$ cat config.mk
export PLATFORM = sky130hd
export DESIGN_NAME = dec_ctrl_pipe
export DESIGN_NICKNAME = d
export VERILOG_FILES = /design/src/rtl/dec_ctrl_pipe_pkg.sv /design/src/rtl/dec_ctrl_pipe_ctrl_decode.sv /design/src/rtl/dec_ctrl_pipe.sv
export SDC_FILE = /design/constraint.sdc
export NUM_CORES = 1
export LEC_CHECK = 0
export CAP_MARGIN = 5
export CORE_UTILIZATION = 40
export DETAILED_ROUTE_END_ITERATION = 16
export GPL_TIMING_DRIVEN = 0
export HOLD_SLACK_MARGIN = 0.02
export PLACE_DENSITY = 0.75
export SYNTH_ARGS = -nofsm -noshare
export SYNTH_HDL_FRONTEND = slang
export SYNTH_SLANG_ARGS = --single-unit
$ cat constraint.sdc
create_clock -name clk -period 9.66 [get_ports clk]
set_input_delay 1.932 -clock clk [delete_from_list [all_inputs] [get_ports clk]]
set_output_delay 1.932 -clock clk [all_outputs]
set_load 0.05 [all_outputs]
$ cat src/rtl/dec_ctrl_pipe_pkg.sv
// rtl/dec_ctrl_pipe_pkg.sv - shared decode constants for dec_ctrl_pipe
package dec_ctrl_pipe_pkg;

   localparam int CTRL_BITS = 11;

   // Control-word bit positions, MSB first
   localparam int C_REGWRITE   = 10;
   localparam int C_REGDST_HI  = 9;
   localparam int C_REGDST_LO  = 8;
   localparam int C_ALUSRC     = 7;
   localparam int C_BRANCH     = 6;
   localparam int C_MEMWRITE   = 5;
   localparam int C_MEMTOREG   = 4;
   localparam int C_JUMP       = 3;
   localparam int C_HILO_WRITE = 2;
   localparam int C_HILO_READ  = 1;
   localparam int C_DIV_START  = 0;

   typedef enum logic [1:0] {
      REGDST_RT  = 2'b00,
      REGDST_RD  = 2'b01,
      REGDST_R31 = 2'b10
   } regdst_e;

   localparam logic [5:0] OP_SPECIAL = 6'h00;
   localparam logic [5:0] OP_REGIMM  = 6'h01;
   localparam logic [5:0] OP_J       = 6'h02;
   localparam logic [5:0] OP_JAL     = 6'h03;
   localparam logic [5:0] OP_BEQ     = 6'h04;
   localparam logic [5:0] OP_BNE     = 6'h05;
   localparam logic [5:0] OP_BLEZ    = 6'h06;
   localparam logic [5:0] OP_BGTZ    = 6'h07;
   localparam logic [5:0] OP_ADDI    = 6'h08;
   localparam logic [5:0] OP_ADDIU   = 6'h09;
   localparam logic [5:0] OP_SLTI    = 6'h0A;
   localparam logic [5:0] OP_SLTIU   = 6'h0B;
   localparam logic [5:0] OP_ANDI    = 6'h0C;
   localparam logic [5:0] OP_ORI     = 6'h0D;
   localparam logic [5:0] OP_XORI    = 6'h0E;
   localparam logic [5:0] OP_LUI     = 6'h0F;
   localparam logic [5:0] OP_LB      = 6'h20;
   localparam logic [5:0] OP_LH      = 6'h21;
   localparam logic [5:0] OP_LW      = 6'h23;
   localparam logic [5:0] OP_LBU     = 6'h24;
   localparam logic [5:0] OP_LHU     = 6'h25;
   localparam logic [5:0] OP_SB      = 6'h28;
   localparam logic [5:0] OP_SH      = 6'h29;
   localparam logic [5:0] OP_SW      = 6'h2B;

   localparam logic [5:0] FN_SLL   = 6'h00;
   localparam logic [5:0] FN_SRL   = 6'h02;
   localparam logic [5:0] FN_SRA   = 6'h03;
   localparam logic [5:0] FN_SLLV  = 6'h04;
   localparam logic [5:0] FN_SRLV  = 6'h06;
   localparam logic [5:0] FN_SRAV  = 6'h07;
   localparam logic [5:0] FN_JR    = 6'h08;
   localparam logic [5:0] FN_JALR  = 6'h09;
   localparam logic [5:0] FN_MFHI  = 6'h10;
   localparam logic [5:0] FN_MTHI  = 6'h11;
   localparam logic [5:0] FN_MFLO  = 6'h12;
   localparam logic [5:0] FN_MTLO  = 6'h13;
   localparam logic [5:0] FN_MULT  = 6'h18;
   localparam logic [5:0] FN_MULTU = 6'h19;
   localparam logic [5:0] FN_DIV   = 6'h1A;
   localparam logic [5:0] FN_DIVU  = 6'h1B;
   localparam logic [5:0] FN_ADD   = 6'h20;
   localparam logic [5:0] FN_ADDU  = 6'h21;
   localparam logic [5:0] FN_SUB   = 6'h22;
   localparam logic [5:0] FN_SUBU  = 6'h23;
   localparam logic [5:0] FN_AND   = 6'h24;
   localparam logic [5:0] FN_OR    = 6'h25;
   localparam logic [5:0] FN_XOR   = 6'h26;
   localparam logic [5:0] FN_NOR   = 6'h27;
   localparam logic [5:0] FN_SLT   = 6'h2A;
   localparam logic [5:0] FN_SLTU  = 6'h2B;

   localparam logic [4:0] RT_BLTZ   = 5'h00;
   localparam logic [4:0] RT_BGEZ   = 5'h01;
   localparam logic [4:0] RT_BLTZAL = 5'h10;
   localparam logic [4:0] RT_BGEZAL = 5'h11;

endpackage

$ cat src/rtl/dec_ctrl_pipe_ctrl_decode.sv
// rtl/dec_ctrl_pipe_ctrl_decode.sv - combinational MIPS control decoder
module ctrl_decode
   import dec_ctrl_pipe_pkg::*;
#(
   parameter int CTRL_W = CTRL_BITS
) (
   input  logic [31:0]       instr,
   output logic [CTRL_W-1:0] ctrl,
   output logic              invalid
);

   logic [5:0] op;
   logic [5:0] funct;
   logic [4:0] rt;
   logic       unused_fields;

   assign op            = instr[31:26];
   assign rt            = instr[20:16];
   assign funct         = instr[5:0];
   assign unused_fields = ^{instr[25:21], instr[15:6]};

   always_comb begin
      ctrl    = '0;
      invalid = 1'b0;
      unique case (op)
         OP_SPECIAL: begin
            unique case (funct)
               FN_SLL, FN_SRL, FN_SRA, FN_SLLV, FN_SRLV, FN_SRAV,
               FN_ADD, FN_ADDU, FN_SUB, FN_SUBU, FN_AND, FN_OR,
               FN_XOR, FN_NOR, FN_SLT, FN_SLTU: begin
                  ctrl[C_REGWRITE]              = 1'b1;
                  ctrl[C_REGDST_HI:C_REGDST_LO] = REGDST_RD;
               end
               FN_MFHI, FN_MFLO: begin
                  ctrl[C_REGWRITE]              = 1'b1;
                  ctrl[C_REGDST_HI:C_REGDST_LO] = REGDST_RD;
                  ctrl[C_HILO_READ]             = 1'b1;
               end
               FN_MULT, FN_MULTU, FN_MTHI, FN_MTLO:
                  ctrl[C_HILO_WRITE] = 1'b1;
               FN_DIV, FN_DIVU: begin
                  ctrl[C_HILO_WRITE] = 1'b1;
                  ctrl[C_DIV_START]  = 1'b1;
               end
               FN_JR:
                  ctrl[C_JUMP] = 1'b1;
               FN_JALR: begin
                  ctrl[C_REGWRITE]              = 1'b1;
                  ctrl[C_REGDST_HI:C_REGDST_LO] = REGDST_RD;
                  ctrl[C_JUMP]                  = 1'b1;
               end
               default: invalid = 1'b1;
            endcase
         end
         OP_REGIMM: begin
            unique case (rt)
               RT_BLTZ, RT_BGEZ:
                  ctrl[C_BRANCH] = 1'b1;
               RT_BLTZAL, RT_BGEZAL: begin
                  ctrl[C_REGWRITE]              = 1'b1;
                  ctrl[C_REGDST_HI:C_REGDST_LO] = REGDST_R31;
                  ctrl[C_BRANCH]                = 1'b1;
               end
               default: invalid = 1'b1;
            endcase
         end
         OP_J:
            ctrl[C_JUMP] = 1'b1;
         OP_JAL: begin
            ctrl[C_REGWRITE]              = 1'b1;
            ctrl[C_REGDST_HI:C_REGDST_LO] = REGDST_R31;
            ctrl[C_JUMP]                  = 1'b1;
         end
         OP_BEQ, OP_BNE, OP_BLEZ, OP_BGTZ:
            ctrl[C_BRANCH] = 1'b1;
         OP_ADDI, OP_ADDIU, OP_SLTI, OP_SLTIU, OP_ANDI, OP_ORI, OP_XORI, OP_LUI: begin
            ctrl[C_REGWRITE] = 1'b1;
            ctrl[C_ALUSRC]   = 1'b1;
         end
         OP_LB, OP_LH, OP_LW, OP_LBU, OP_LHU: begin
            ctrl[C_REGWRITE] = 1'b1;
            ctrl[C_ALUSRC]   = 1'b1;
            ctrl[C_MEMTOREG] = 1'b1;
         end
         OP_SB, OP_SH, OP_SW: begin
            ctrl[C_ALUSRC]   = 1'b1;
            ctrl[C_MEMWRITE] = 1'b1;
         end
         default: invalid = 1'b1;
      endcase
   end

endmodule

$ cat src/rtl/dec_ctrl_pipe.sv
// rtl/dec_ctrl_pipe.sv - decode buffer FIFO with HI/LO divide interlock
module dec_ctrl_pipe
   import dec_ctrl_pipe_pkg::*;
#(
   parameter int DEPTH      = 2,
   parameter int DIV_CYCLES = 36,
   parameter int CTRL_W     = CTRL_BITS
) (
   input  logic              clk,
   input  logic              rst,
   input  logic              in_valid,
   output logic              in_ready,
   input  logic [31:0]       instr,
   input  logic [31:0]       pc,
   input  logic              flush,
   output logic              out_valid,
   input  logic              out_ready,
   output logic [CTRL_W-1:0] out_ctrl,
   output logic [31:0]       out_instr,
   output logic [31:0]       out_pc,
   output logic              out_invalid,
   output logic              div_busy
);

   localparam int SLOTS = 2;

   logic [CTRL_W-1:0] dec_ctrl;
   logic              dec_invalid;

   logic [31:0]       instr_mem [SLOTS];
   logic [31:0]       pc_mem    [SLOTS];
   logic [CTRL_W-1:0] ctrl_mem  [SLOTS];
   logic              inv_mem   [SLOTS];

   logic [1:0] count_q, count_d;
   logic       wr_ptr_q, wr_ptr_d;
   logic       rd_ptr_q, rd_ptr_d;
   logic [5:0] busy_q, busy_d;

   logic [CTRL_W-1:0] head_ctrl;
   logic              head_hilo;
   logic              head_ok;
   logic              push;
   logic              pop;

   function automatic logic ptr_inc(input logic p);
      return (DEPTH == 1) ? 1'b0 : ~p;
   endfunction

   ctrl_decode #(.CTRL_W(CTRL_W)) u_ctrl_decode (
      .instr   (instr),
      .ctrl    (dec_ctrl),
      .invalid (dec_invalid)
   );

   assign head_ctrl = ctrl_mem[rd_ptr_q];
   assign head_hilo = head_ctrl[C_HILO_READ] | head_ctrl[C_HILO_WRITE];
   assign div_busy  = (busy_q != 6'd0);
   // A HI/LO user at the head stalls everything behind it until the divide drains
   assign head_ok   = (count_q != 2'd0) && !(div_busy && head_hilo);

   assign in_ready    = (count_q < 2'(DEPTH));
   assign push        = in_valid && in_ready && !flush;
   assign pop         = head_ok && out_ready && !flush;

   assign out_valid   = head_ok;
   assign out_ctrl    = head_ok ? head_ctrl : '0;
   assign out_invalid = head_ok && inv_mem[rd_ptr_q];
   assign out_instr   = instr_mem[rd_ptr_q];
   assign out_pc      = pc_mem[rd_ptr_q];

   always_comb begin
      count_d  = count_q;
      wr_ptr_d = wr_ptr_q;
      rd_ptr_d = rd_ptr_q;
      busy_d   = busy_q;
      if (flush) begin
         count_d  = 2'd0;
         wr_ptr_d = 1'b0;
         rd_ptr_d = 1'b0;
      end else begin
         if (push) wr_ptr_d = ptr_inc(wr_ptr_q);
         if (pop)  rd_ptr_d = ptr_inc(rd_ptr_q);
         unique case ({push, pop})
            2'b10:   count_d = count_q + 2'd1;
            2'b01:   count_d = count_q - 2'd1;
            default: count_d = count_q;
         endcase
      end
      if (pop && head_ctrl[C_DIV_START]) begin
         busy_d = 6'(DIV_CYCLES);
      end else if (busy_q != 6'd0) begin
         busy_d = busy_q - 6'd1;
      end
   end

   always_ff @(posedge clk or posedge rst) begin
      if (rst) begin
         count_q  <= 2'd0;
         wr_ptr_q <= 1'b0;
         rd_ptr_q <= 1'b0;
         busy_q   <= 6'd0;
      end else begin
         count_q  <= count_d;
         wr_ptr_q <= wr_ptr_d;
         rd_ptr_q <= rd_ptr_d;
         busy_q   <= busy_d;
      end
   end

   always_ff @(posedge clk) begin
      if (push) begin
         instr_mem[wr_ptr_q] <= instr;
         pc_mem[wr_ptr_q]    <= pc;
         ctrl_mem[wr_ptr_q]  <= dec_ctrl;
         inv_mem[wr_ptr_q]   <= dec_invalid;
      end
   end

endmodule

==> flow_metrics.py <==
metrics = {
    "status": {
        "outcome": "finished, final reports clean",
    },
    "cts": {
        "cts_resized": 0,
        "cts.sinks": 162,
        "root_buffer": "clkbuf_16",
        "cts.htree.levels": 4,
        "post-cts-setup-buffer-count": 0,
        "cts_tree": "yes",
        "clk_path_buf_depth": 2,
        "clk_latency_ps": 410,
        "cts_hold_buf": 0,
        "cts_inserted_buffers": 17,
        "path_clk_slew_ps": 60,
    },
    "timing": {
        "grt_setup_unrepaired": "no",
        "slew_headroom_pct": 38.4,
        "fin_crit_ps": 4870,
        "fin_ws_ps": 4790,
        "drv_slew": 0,
        "max_freq_mhz": 205,
        "hold_viol": 0,
        "tightestPinTransition_ps": 920,
        "period_share_pct": 50.4,
        "finClkSkew_ps": 6.21,
        "setup_viol": 0,
    },
    "place": {
        "routabilityCongestion": 0.769,
        "pre_cts_slack_ps": 5200,
        "place_area_um2": 8220,
        "hpwl_mm": 8.95,
        "port_buffers": 147,
    },
    "setup_path": {
        "startpoint_type": "flip-flop",
        "critPathKind": "flip-flop to output port",
        "arrival_ps": 2940,
        "crit_path_end_kind": "output port",
        "worst-endpoint-required_ps": 7730,
        "worstSetupStartpoint": "busy_q[0]",
        "worstPathMaxFanout": 10,
        "r2r_start": "count_q[1]",
    },
    "logic_synthesis": {
        "yosysTopAreaCell": "edfxtp_1",
        "synth_nets": 427,
        "ys_types": 40,
        "syn_area_per_cell_um2": 17.8,
        "synth.most_common_cell": "edfxtp_1",
        "synth_ff_type": "edfxtp_1",
        "synth-edff-count": 152,
        "synth_area_leaders": "edfxtp_1, mux2_2, dfrtp_1",
        "synth_top_area_share_pct": 72.0,
        "synth_common_cells": "edfxtp_1, mux2_2, nor2_1",
        "yosysSeqAreaShare_pct": 75.9,
        "synth_cells": 356,
        "synth_area_um2": 6340,
        "yosysWarnings": 0,
        "async_reset_ff_share_pct": 6.17,
        "ys_ff_latch": 162,
    },
    "floorplan": {
        "die-area_um2": 16400,
        "core_um2": 15300,
        "dieWidth_um": 128,
        "die-height_um": 128,
        "pin_count": 148,
        "fp-row-count": 45,
        "start_util_pct": 41.4,
    },
    "flow_run": {
        "maxCapViolCount": 0,
    },
    "layout": {
        "fin_nets": 605,
        "area_growth_pct": 39.4,
        "stdcell_area_um2": 8840,
        "antenna_cells": 0,
        "post_route_cells_drive_above_1_share_pct": 21.8,
        "final_util_pct": 57.7,
    },
    "detailed_routing": {
        "vias": 3624,
        "ant_nets": 0,
        "met3WireLength_um": 669,
        "drt_wl_total_mm": 12.4,
        "wl_met2_mm": 6.28,
        "drc_errors": 0,
        "dr.pass1.iters": 4,
        "wl_met1_mm": 5.09,
        "top_layer_used": "met4",
        "viasPerCell": 4.78,
        "wire_per_inst_um": 16.3,
        "drtIter0Drc": 164,
    },
    "global_route": {
        "grt_max_degree": 17,
        "grtUsageTotal_pct": 16.0,
        "antenna_found_initial": 0,
        "overflow": 0,
        "first_global_vias": 3859,
        "grt_pass1_wl_mm": 19.5,
    },
    "power_and_ir_drop": {
        "leakage_nw": 3.03,
        "vdd_drop_max_mv": 0.133,
        "power_density_nw_per_um2": 216,
    },
    "worst_hold_path": {
        "min_from": "count_q[1]",
        "hold_path_class": "flip-flop to flip-flop",
    },
}
cell families (layout without fill, tap and decap cells):
kind of cell             after synthesis  in the layout  synth area share [%]
AO/OA/AOI/OAI                         26             26                  2.80
XOR/XNOR                               7              7                 0.966
adder cells (fa/ha/maj)                2              2                 0.394
buffers and inverters                 20            211                  1.32
flip-flops                           162            162                  75.9
multiplexers                          76             76                  13.3
AND/OR/NAND/NOR                       63             63                  5.36
metal layers:
layer  up-vias  global-route usage (%)
li1       1718                       -
met1      1770                    18.8
met2       112                    26.9
met3        24                    4.38
met4         0                    8.58
met5         -                       0
per-stage QoR:
step	hold WS [ps]	TNS, ps	total power, W	cells
2_1_floorplan	486	0	0.00110	356
3_3_place_gp	502	-292000	0.00122	714
3_5_place_dp	528	0	0.00123	726
4_1_cts	542	0	0.00193	758
5_1_grt	555	0	0.00199	758
6_report	542	0	0.00191	758
power by group:
part           switching [W]  total, W  internal [W]
registers          0.0000229  0.000842      0.000819
clock network       0.000253  0.000698      0.000445
logic               0.000222  0.000370      0.000148
total               0.000497   0.00191       0.00141
area by class of cell:
type,instances,area (um2)
Sequential cell,162,4810
Multi-Input combinational cell,174,1460
Tap cell,211,264
Clock inverter,10,159
Clock buffer,22,464
Fill cell,1224,6470
Inverter,10,37.5
Timing Repair Buffer,159,1600
Buffer,10,46.3
critical path: stages (launching register included):
cell,delay (ps)
dfrtp_1,410
inv_1,100
ha_1,170
nor3b_4,240
nand2_4,140
a21o_1,270
buf_2,230
nor2_1,130
clkdlybuf4s50_1,840
placed cells by master, fill, tap and decap left out, drive strengths merged, types with 4 or more instances in the layout:
cell           Yosys  routed
edfxtp           152     152
clkdlybuf4s50      0     147
mux2              64      64
nor2              29      29
clkbuf             3      25
buf                7      19
mux2i             12      12
inv               10      10
dfrtp             10      10
nor3              10      10
a21oi              9       9
nand2              7       7
xnor2              5       5
bufinv             0       4
clkinv             0       4
nor3b              4       4
flip-flops by register name (all words and copies together) (netlist names):
signal,flops
instr_mem,64
pc_mem,64
ctrl_mem,22
busy_q,6
count_q,2
inv_mem,2
rd_ptr_q,1
wr_ptr_q,1
path summary, 6_finish.rpt:
check / cells past startpoint / slack, ps / end
min in group asynchronous: 2 / 1790 / busy_q[5]
min reg2reg: 1 / 540 / count_q[1]
max reg2reg: 6 / 7290 / instr_mem[1][21]
max in group asynchronous: 2 / 7600 / busy_q[2]
min: 1 / 540 / count_q[1]
max: 8 / 4790 / out_ctrl[4]
Power figures use the tool's default switching activity.
